`config.mk`:
```
export PLATFORM = sky130hd
export DESIGN_NAME = mips32_prog_loader_flat
export DESIGN_NICKNAME = d
export VERILOG_FILES = /design/src/rtl/mips32_pkg.sv /design/src/rtl/mips32_prog_loader_if.sv /design/src/rtl/mips32_prog_loader.sv /design/src/flat_wrapper.sv
export SDC_FILE = /design/constraint.sdc
export NUM_CORES = 1
export LEC_CHECK = 0
export BUFFER_PORTS_ARGS = -buffer_cell sky130_fd_sc_hd__buf_2
export CORE_MARGIN = 8
export CORE_UTILIZATION = 50
export CTS_CLUSTER_DIAMETER = 80
export DETAILED_ROUTE_END_ITERATION = 10
export GPL_ROUTABILITY_DRIVEN = 1
export GPL_TIMING_DRIVEN = 0
export HOLD_SLACK_MARGIN = 0.12
export PLACE_DENSITY = 0.82
export SYNTH_ARGS = -nofsm -noshare
export SYNTH_HDL_FRONTEND = slang
export SYNTH_SLANG_ARGS = --single-unit
```
`constraint.sdc`:
```
create_clock -name clk1 -period 5.05 [get_ports clk1]
set_clock_uncertainty 0.2 [all_clocks]
set_input_delay 0 -clock clk1 [delete_from_list [all_inputs] [get_ports clk1]]
set_output_delay 0 -clock clk1 [all_outputs]
set_load 0.05 [all_outputs]
```
`src/rtl/mips32_pkg.sv`:
```
// Shared constants for the MIPS32 core and its program loader.
// Holds the loader state encoding and the opcodes both sides agree on.
package mips32_pkg;

  typedef enum logic [2:0] {
    StIdle  = 3'd0,
    StLoad  = 3'd1,
    StStart = 3'd2,
    StRun   = 3'd3,
    StError = 3'd4
  } state_e;

  localparam logic [5:0]  OP_ADD    = 6'h00;
  localparam logic [5:0]  OP_OR     = 6'h03;
  localparam logic [5:0]  OP_ADDI   = 6'h0a;
  localparam logic [5:0]  OP_HLT    = 6'h3f;
  localparam logic [31:0] HLT_INSTR = {OP_HLT, 26'd0};

endpackage

```
`src/rtl/mips32_prog_loader_if.sv`:
```
// Program-word stream into the loader: valid/ready handshake with an end-of-program marker.
interface mips32_prog_loader_if;
  logic        in_valid;
  logic [31:0] in_data;
  logic        in_last;
  logic        in_ready;

  modport master (output in_valid, output in_data, output in_last, input in_ready);
  modport slave  (input in_valid, input in_data, input in_last, output in_ready);
endinterface

```
`src/rtl/mips32_prog_loader.sv`:
```
// Writes a streamed program into instruction memory, then starts the core at BASE_ADDR
// and waits for it to halt.
module mips32_prog_loader
  import mips32_pkg::*;
#(
  parameter int unsigned ADDR_W      = 10,
  parameter int unsigned MEM_DEPTH   = 1024,
  parameter int unsigned BASE_ADDR   = 0,
  parameter bit          STOP_ON_HLT = 1'b1,
  parameter logic [31:0] HLT_WORD    = HLT_INSTR
) (
  input  logic                clk1,
  input  logic                rst,
  input  logic                load_req,
  mips32_prog_loader_if.slave in_if,
  output logic                mem_we,
  output logic [ADDR_W-1:0]   mem_addr,
  output logic [31:0]         mem_wdata,
  output logic                cpu_hold,
  output logic                cpu_start,
  output logic [31:0]         start_pc,
  input  logic                cpu_halted,
  output logic [ADDR_W:0]     word_count,
  output logic                busy,
  output logic                load_err,
  output logic                done
);

  localparam logic [ADDR_W-1:0] BaseAddr = ADDR_W'(BASE_ADDR);
  localparam logic [ADDR_W-1:0] LastAddr = ADDR_W'(BASE_ADDR + MEM_DEPTH - 1);

  state_e            state_q;
  logic [ADDR_W-1:0] ptr_q;
  logic              mem_we_q, cpu_hold_q, cpu_start_q, load_err_q, done_q;
  logic [ADDR_W-1:0] mem_addr_q;
  logic [31:0]       mem_wdata_q;
  logic [ADDR_W:0]   word_count_q;
  logic              xfer, term;

  assign in_if.in_ready = (state_q == StLoad);
  assign xfer = in_if.in_valid & in_if.in_ready;
  assign term = in_if.in_last | (STOP_ON_HLT && (in_if.in_data == HLT_WORD));

  always_ff @(posedge clk1) begin
    if (rst) begin
      state_q      <= StIdle;
      ptr_q        <= BaseAddr;
      mem_we_q     <= 1'b0;
      mem_addr_q   <= '0;
      mem_wdata_q  <= '0;
      cpu_hold_q   <= 1'b1;
      cpu_start_q  <= 1'b0;
      load_err_q   <= 1'b0;
      done_q       <= 1'b0;
      word_count_q <= '0;
    end else begin
      mem_we_q    <= 1'b0;
      cpu_start_q <= 1'b0;
      done_q      <= 1'b0;
      unique case (state_q)
        StIdle, StError: begin
          if (load_req) begin
            state_q      <= StLoad;
            ptr_q        <= BaseAddr;
            word_count_q <= '0;
            load_err_q   <= 1'b0;
          end
        end
        StLoad: begin
          if (xfer) begin
            mem_we_q     <= 1'b1;
            mem_addr_q   <= ptr_q;
            mem_wdata_q  <= in_if.in_data;
            word_count_q <= word_count_q + (ADDR_W + 1)'(1);
            if (ptr_q != LastAddr) ptr_q <= ptr_q + ADDR_W'(1);
            // A terminator in the last slot is a normal end, not an overflow.
            if (term) begin
              state_q <= StStart;
            end else if (ptr_q == LastAddr) begin
              state_q    <= StError;
              load_err_q <= 1'b1;
            end
          end
        end
        StStart: begin
          cpu_hold_q  <= 1'b0;
          cpu_start_q <= 1'b1;
          state_q     <= StRun;
        end
        StRun: begin
          // HALTED is still stale from the previous run while cpu_start is high.
          if (cpu_halted && !cpu_start_q) begin
            state_q    <= StIdle;
            cpu_hold_q <= 1'b1;
            done_q     <= 1'b1;
          end
        end
        default: state_q <= StIdle;
      endcase
    end
  end

  assign busy       = (state_q == StLoad) || (state_q == StStart);
  assign mem_we     = mem_we_q;
  assign mem_addr   = mem_addr_q;
  assign mem_wdata  = mem_wdata_q;
  assign cpu_hold   = cpu_hold_q;
  assign cpu_start  = cpu_start_q;
  assign start_pc   = 32'(BASE_ADDR);
  assign word_count = word_count_q;
  assign load_err   = load_err_q;
  assign done       = done_q;

endmodule

```
`src/flat_wrapper.sv`:
```
// flat-port wrapper written by rule: the top's interface ports become plain ports
module mips32_prog_loader_flat import mips32_pkg::*;
#(
  parameter int unsigned ADDR_W      = 10,
  parameter int unsigned MEM_DEPTH   = 1024,
  parameter int unsigned BASE_ADDR   = 0,
  parameter bit          STOP_ON_HLT = 1'b1,
  parameter logic [31:0] HLT_WORD    = HLT_INSTR
)
  (clk1, rst, load_req, mem_we, mem_addr, mem_wdata, cpu_hold, cpu_start, start_pc, cpu_halted, word_count, busy, load_err, done, in_if_in_valid, in_if_in_data, in_if_in_last, in_if_in_ready);
  mips32_prog_loader_if in_if_i ();
  input  logic clk1;
  input  logic rst;
  input  logic load_req;
  output logic mem_we;
  output logic [ADDR_W-1:0] mem_addr;
  output logic [31:0] mem_wdata;
  output logic cpu_hold;
  output logic cpu_start;
  output logic [31:0] start_pc;
  input  logic cpu_halted;
  output logic [ADDR_W:0] word_count;
  output logic busy;
  output logic load_err;
  output logic done;
  input wire logic [$bits(in_if_i.in_valid)-1:0] in_if_in_valid;
  input wire logic [$bits(in_if_i.in_data)-1:0] in_if_in_data;
  input wire logic [$bits(in_if_i.in_last)-1:0] in_if_in_last;
  output wire logic [$bits(in_if_i.in_ready)-1:0] in_if_in_ready;
  assign in_if_i.in_valid = in_if_in_valid;
  assign in_if_i.in_data = in_if_in_data;
  assign in_if_i.in_last = in_if_in_last;
  assign in_if_in_ready = in_if_i.in_ready;
  mips32_prog_loader #(.ADDR_W(ADDR_W), .MEM_DEPTH(MEM_DEPTH), .BASE_ADDR(BASE_ADDR), .STOP_ON_HLT(STOP_ON_HLT), .HLT_WORD(HLT_WORD)) u_core (.clk1(clk1), .rst(rst), .load_req(load_req), .in_if(in_if_i), .mem_we(mem_we), .mem_addr(mem_addr), .mem_wdata(mem_wdata), .cpu_hold(cpu_hold), .cpu_start(cpu_start), .start_pc(start_pc), .cpu_halted(cpu_halted), .word_count(word_count), .busy(busy), .load_err(load_err), .done(done));
endmodule
```
Word-level counts from Yosys, hierarchy flattened:

Index checks and enable logic that the tools add are counted.
W data, S select, Z words.

* bits in registers: 71
* memories: 0
* output and inout bits: 92
* latch bits: 0
* bits in writable memories: 0
* bits in read-only memories: 0

* eq/ne operators: 14
* shifts and indexed selects: 0
* add/subtract/negate cells: 2
* multipliers: 0
* mux-type cells: 23
* $lt $le $gt $ge: 0
* bitwise logic cells: 4
* reduce and logical (&&, ||, !) cells: 15
* div/mod/pow operators: 0

Operator list (count)
* $eq A32 B32 Y1 const B: 1
* $mux W10: 3
* $mux W11: 2
* $pmux W11 S2: 1
* $pmux W10 S2: 1
* $mux W3: 5
* $pmux W3 S4: 1
* $add A11 B1 Y11 const B: 1
* $add A10 B1 Y10 const B: 1
* $eq A10 B10 Y1 const B: 1
* $ne A10 B10 Y1 const B: 1
* $ne A2 B2 Y1 const B: 5
* $mux W1: 8
* $reduce_and A4 Y1: 2
* $eq A3 B2 Y1 const B: 2
* $reduce_or A2 Y1: 3
* $reduce_and A5 Y1: 1
* $pmux W1 S2: 2
* $reduce_and A2 Y1: 2
* $reduce_bool A2 Y1: 2
* $eq A3 B1 Y1 const B: 1
* $eq A3 B3 Y1 const B: 1
* $logic_not A3 Y1: 1
* $ne A3 B3 Y1 const B: 1
* 8 further kinds: 9

Logic depth before layout (Yosys ltp):

* depth in word-level cells: 5
* mapped depth: 7
* gate-level depth less buffers: 5

Least setup slack after synthesis:

Ideal clock, no wire load.

* path kind: register -> register
* start point: register u_core.state_q[1]
* end point: register u_core.ptr_q[1]
* required time: 4.780 ns
* clock period less this slack: 2.163 ns
* arrival time: 1.893 ns
* cell stages (with the launch flop): 6
* setup slack: 2.887 ns
* path through: dfxtp_1 -> clkbuf_1 -> nor3b_2 -> nand2_1 -> or2_2 -> a21oi_1

* cells in the longest elaborated chain, start to end: 4
* elaborated cells between the ends (all ways): 11
* those cells by class: 5 x eq/ne; 1 x mux; 1 x bitwise; 4 x reduce/logical

Ends and longest elaborated chain
* from (decl): line mips32_prog_loader.sv:32 `state_e state_q;`
* from (signal assigned): line mips32_prog_loader.sv:46 `state_q <= StIdle;`
* from (signal assigned): line mips32_prog_loader.sv:63 `state_q <= StLoad;`
* from (signal assigned): line mips32_prog_loader.sv:78 `state_q <= StStart;`
* $eq A3 B1 Y1 *: line mips32_prog_loader.sv:40 `assign in_if.in_ready = (state_q == StLoad);`
* net in_if_in_ready: line flat_wrapper.sv:29 `output wire logic [$bits(in_if_i.in_ready)-1:0] in_if_in_ready;`
* $and A1 B1 Y1: line mips32_prog_loader.sv:41 `assign xfer = in_if.in_valid & in_if.in_ready;`
* $ne A2 B2 Y1 (no line)
* $reduce_and A4 Y1 (no line)
* to (signal assigned): line mips32_prog_loader.sv:47 `ptr_q <= BaseAddr;`
* to (signal assigned): line mips32_prog_loader.sv:64 `ptr_q <= BaseAddr;`
* to (signal assigned): line mips32_prog_loader.sv:75 `if (ptr_q != LastAddr) ptr_q <= ptr_q + ADDR_W'(1);`
* to (decl): line mips32_prog_loader.sv:33 `logic [ADDR_W-1:0] ptr_q;`

The timed path passes the listed nets; every way through them passes the cells marked *.
A chain may end at the register's enable or synchronous reset.

Worst setup path after layout:

* start point: register u_core.state_q[1]
* end point: register u_core.mem_wdata_q[31] (netlist: u_core.mem_wdata[31])

* cells in the longest elaborated chain, start to end: 3

Ends and longest elaborated chain
* $eq A3 B1 Y1 *: line mips32_prog_loader.sv:40, mips32_prog_loader.sv:60
* $and A1 B1 Y1: line mips32_prog_loader.sv:41
* $reduce_and A2 Y1 (no line) *
* to (signal assigned): line mips32_prog_loader.sv:73 `mem_wdata_q <= in_if.in_data;`
* to (decl): line mips32_prog_loader.sv:36 `logic [31:0] mem_wdata_q;`

Mark *: on every way between the ends. The rest lies on a longest branch, timed or not.

==> flow_metrics.env <==
export IMPL_wl_um=11190
export IMPL_grt_pass1_vias=3644
export IMPL_rsz0062_at_grt="no"
export IMPL_peakVddDrop_mv=0.2335
export IMPL_setup_violations=0
export IMPL_h_tree_depth=3
export IMPL_initial_core_util=0.5113
export IMPL_grt_pass1_wl_um=17670
export IMPL_synthXorXnorAreaFrac=0.02442
export IMPL_die_w_um=96.35
export IMPL_critPathLaunch="u_core.state_q[1]"
export IMPL_syn_area_um2=3228
export IMPL_yosys_area_share_adder=0.007752
export IMPL_drive_gt1_frac=0.2684
export IMPL_synth_distinct_cells=51
export IMPL_required_ns=5.14
export IMPL_cap_viol_max_count=0
export IMPL_synthMuxAreaShare=0
export IMPL_first_pass_iters=5
export IMPL_io_buffer_count=96
export IMPL_powerDensity_nw_per_um2=307.3
export IMPL_synth_area_per_cell_um2=8.131
export IMPL_boundaryPins=130
export IMPL_grt_ovfl_total=0
export IMPL_synth_seq_cells=71
export IMPL_start_kind="flip-flop"
export IMPL_die_height_um=96.35
export IMPL_path_class="flip-flop to flip-flop"
export IMPL_total_power_mw=1.404
export IMPL_tightest_slew_ns=0.6245
export IMPL_tritoncts="done"
export IMPL_area_delta_synth_final_pct=41.55
export IMPL_fin_area_um2=4569
export IMPL_grt_antenna_before_repair=0
export IMPL_num_fill_cells=446
export IMPL_via_per_inst=5.423
export IMPL_detail_route_antenna_nets=0
export IMPL_post_route_min_period_ns=2.630
export IMPL_cts_buffers=9
export IMPL_ys_seq_area_frac=0.4403
export IMPL_clk_pin_slew_worst_paths_ns=0.08
export IMPL_synth_edf_count=0
export IMPL_status="complete, no violations"
export IMPL_gp_congestion=0.8990
export IMPL_final_cell_mix="buf_2 (105), nand2_1 (95), dfxtp_1 (71)"
export IMPL_setup_worst_path_end_class="flip-flop"
export IMPL_p_leak_nw=2.062
export IMPL_r2r_start="u_core.state_q[1]"
export IMPL_synth_top_area_share=0.4403
export IMPL_multi_input_area_um2=1570
export IMPL_yosysWarnings=0
export IMPL_grtUsageTotal=0.2431
export IMPL_cts_root_buf="clkbuf_8"
export IMPL_synth_largest_area_cell="dfxtp_1"
export IMPL_ys_flop_type="dfxtp_1"
export IMPL_synth_top_family_by_area="simple AND/OR/NAND/NOR gates"
export IMPL_final_util=0.7237
export IMPL_ctsResizeCount=0
export IMPL_arrival_ns=2.72
export IMPL_synthCells=397
export IMPL_hold_viol=0
export IMPL_fin_nets=620
export IMPL_hp_start="u_core.mem_addr[0]"
export IMPL_antenna_cells=0
export IMPL_synth_async_reset_ratio=0
export IMPL_drtIter0Drc=269
export IMPL_hp_class="flip-flop to flip-flop"
export IMPL_synth_simple_area_share=0.2481
export IMPL_place_area_um2=3921
export IMPL_clock_sinks=71
export IMPL_clockBufferDepth=2
export IMPL_core_region_area_um2=6314
export IMPL_ff_latch_area_um2=1421
export IMPL_rows=29
export IMPL_relSlewSlack=0.5801
export IMPL_layout_commonest_cell="buf_2"
export IMPL_vias=3590
export IMPL_wl_per_cell_um=16.90
export IMPL_crit_path_max_fanout=10
export IMPL_route_detailed_drc=0
export IMPL_tns_ns=0
export IMPL_clock_latency_ns=0.35
export IMPL_slew_violations=0
export IMPL_synth_compound_gate_area_share=0.1690
export IMPL_place_hpwl_um=6872
export IMPL_period_share=0.5208
export IMPL_fmax_mhz=380.2
export IMPL_grt_max_degree=14
export IMPL_synthTopCellsByArea="dfxtp_1 (44%), nand2_1 (11%), a21oi_1 (7.9%), buf_4 (7.4%), xor2_1 (2.2%)"
export IMPL_die_area_um2=9283
-- cells by family (layout without fill, tap and decap cells) --
| kind of cell | Yosys count | after routing |
|---|---|---|
| xor gates and xnor gates | 9 | 9 |
| DFF | 71 | 71 |
| and+or+nand+nor | 166 | 166 |
| adders and majority gates | 2 | 2 |
| AOI/OAI and AO/OA | 89 | 89 |
| buffers and inverters | 59 | 216 |
| other | 1 | 32 |
-- layout make-up --
class	instances	area share
buffer	56	0.07475
clock buffer	10	0.02793
clock inverter	6	0.01533
inverter	3	0.002464
multi-input combinational	298	0.3436
sequential	71	0.3111
tap	77	0.02108
timing repair buffer	141	0.2037
-- metal layers --
layer | track usage | share of wire | up-vias | routed length [µm]
met4 | 0.1198 | 0.023 | 0 | 254
met5 | 0 | 0 | - | 0
met2 | 0.3922 | 0.46 | 260 | 5151
met3 | 0.09828 | 0.13 | 33 | 1471
met1 | 0.2731 | 0.39 | 1619 | 4314
li1 | - | - | 1678 | -
-- registers in the layout (all words and copies together), names as in the netlist --
| name | cells |
|---|---|
| u_core.mem_addr | 10 |
| u_core.mem_we | 1 |
| u_core.cpu_hold | 1 |
| u_core.load_err | 1 |
| u_core.cpu_start | 1 |
| u_core.ptr_q | 10 |
| u_core.done | 1 |
| u_core.word_count | 11 |
| u_core.mem_wdata | 32 |
| u_core.state_q | 3 |
-- power by group --
group | leakage (nW) | total [mW] | internal [mW] | switching (mW)
combinational | 1.39 | 0.352 | 0.104 | 0.248
clock | 0.101 | 0.455 | 0.232 | 0.223
sequential | 0.575 | 0.597 | 0.581 | 0.0167
total | 2.06 | 1.40 | 0.917 | 0.487
-- worst max-delay path, stage by stage, from the launching register on --
cell           delay, ns
dfxtp_1             0.45
nand4bb_1           0.23
clkbuf_1            0.40
clkbuf_1            0.41
nand2_1             0.13
a21oi_1             0.18
dlygate4sd3_1       0.57
-- cell usage after synthesis (all sizes together) (5+ instances only) --
library cell / number
a21oi: 51
and4: 5
buf: 41
clkbuf: 15
dfxtp: 71
nand2: 95
nand2b: 9
nand3: 12
nor2: 16
nor4: 5
o211ai: 5
xor2: 8
-- metrics by stage --
| stage | std cells | hold slack, ns | worst slack, ns |
|---|---|---|---|
| after floorplan | 428 | -0.06395 | 2.887 |
| after global placement | 601 | 0.05210 | 2.930 |
| after detailed placement | 601 | 0.06029 | 2.867 |
| after CTS | 662 | 0.2347 | 2.482 |
| after global routing | 662 | 0.2650 | 2.214 |
| final | 662 | 0.2536 | 2.420 |
-- final timing paths --
check / to / slack [ns] / cells past startpoint
hold reg to reg: u_core.mem_addr[0] / 0.25 / 2
hold / removal: u_core.mem_addr[0] / 0.25 / 2
setup / recovery: u_core.mem_wdata[31] / 2.42 / 6
setup reg to reg: u_core.mem_wdata[31] / 2.42 / 6
-- timing repair --
action                    in CTS  in global routing
hold endpoints to repair      44                  0
buffers inserted               0                  0
hold buffers                  45                  0
Note: power is estimated with default switching activity, not from simulation.
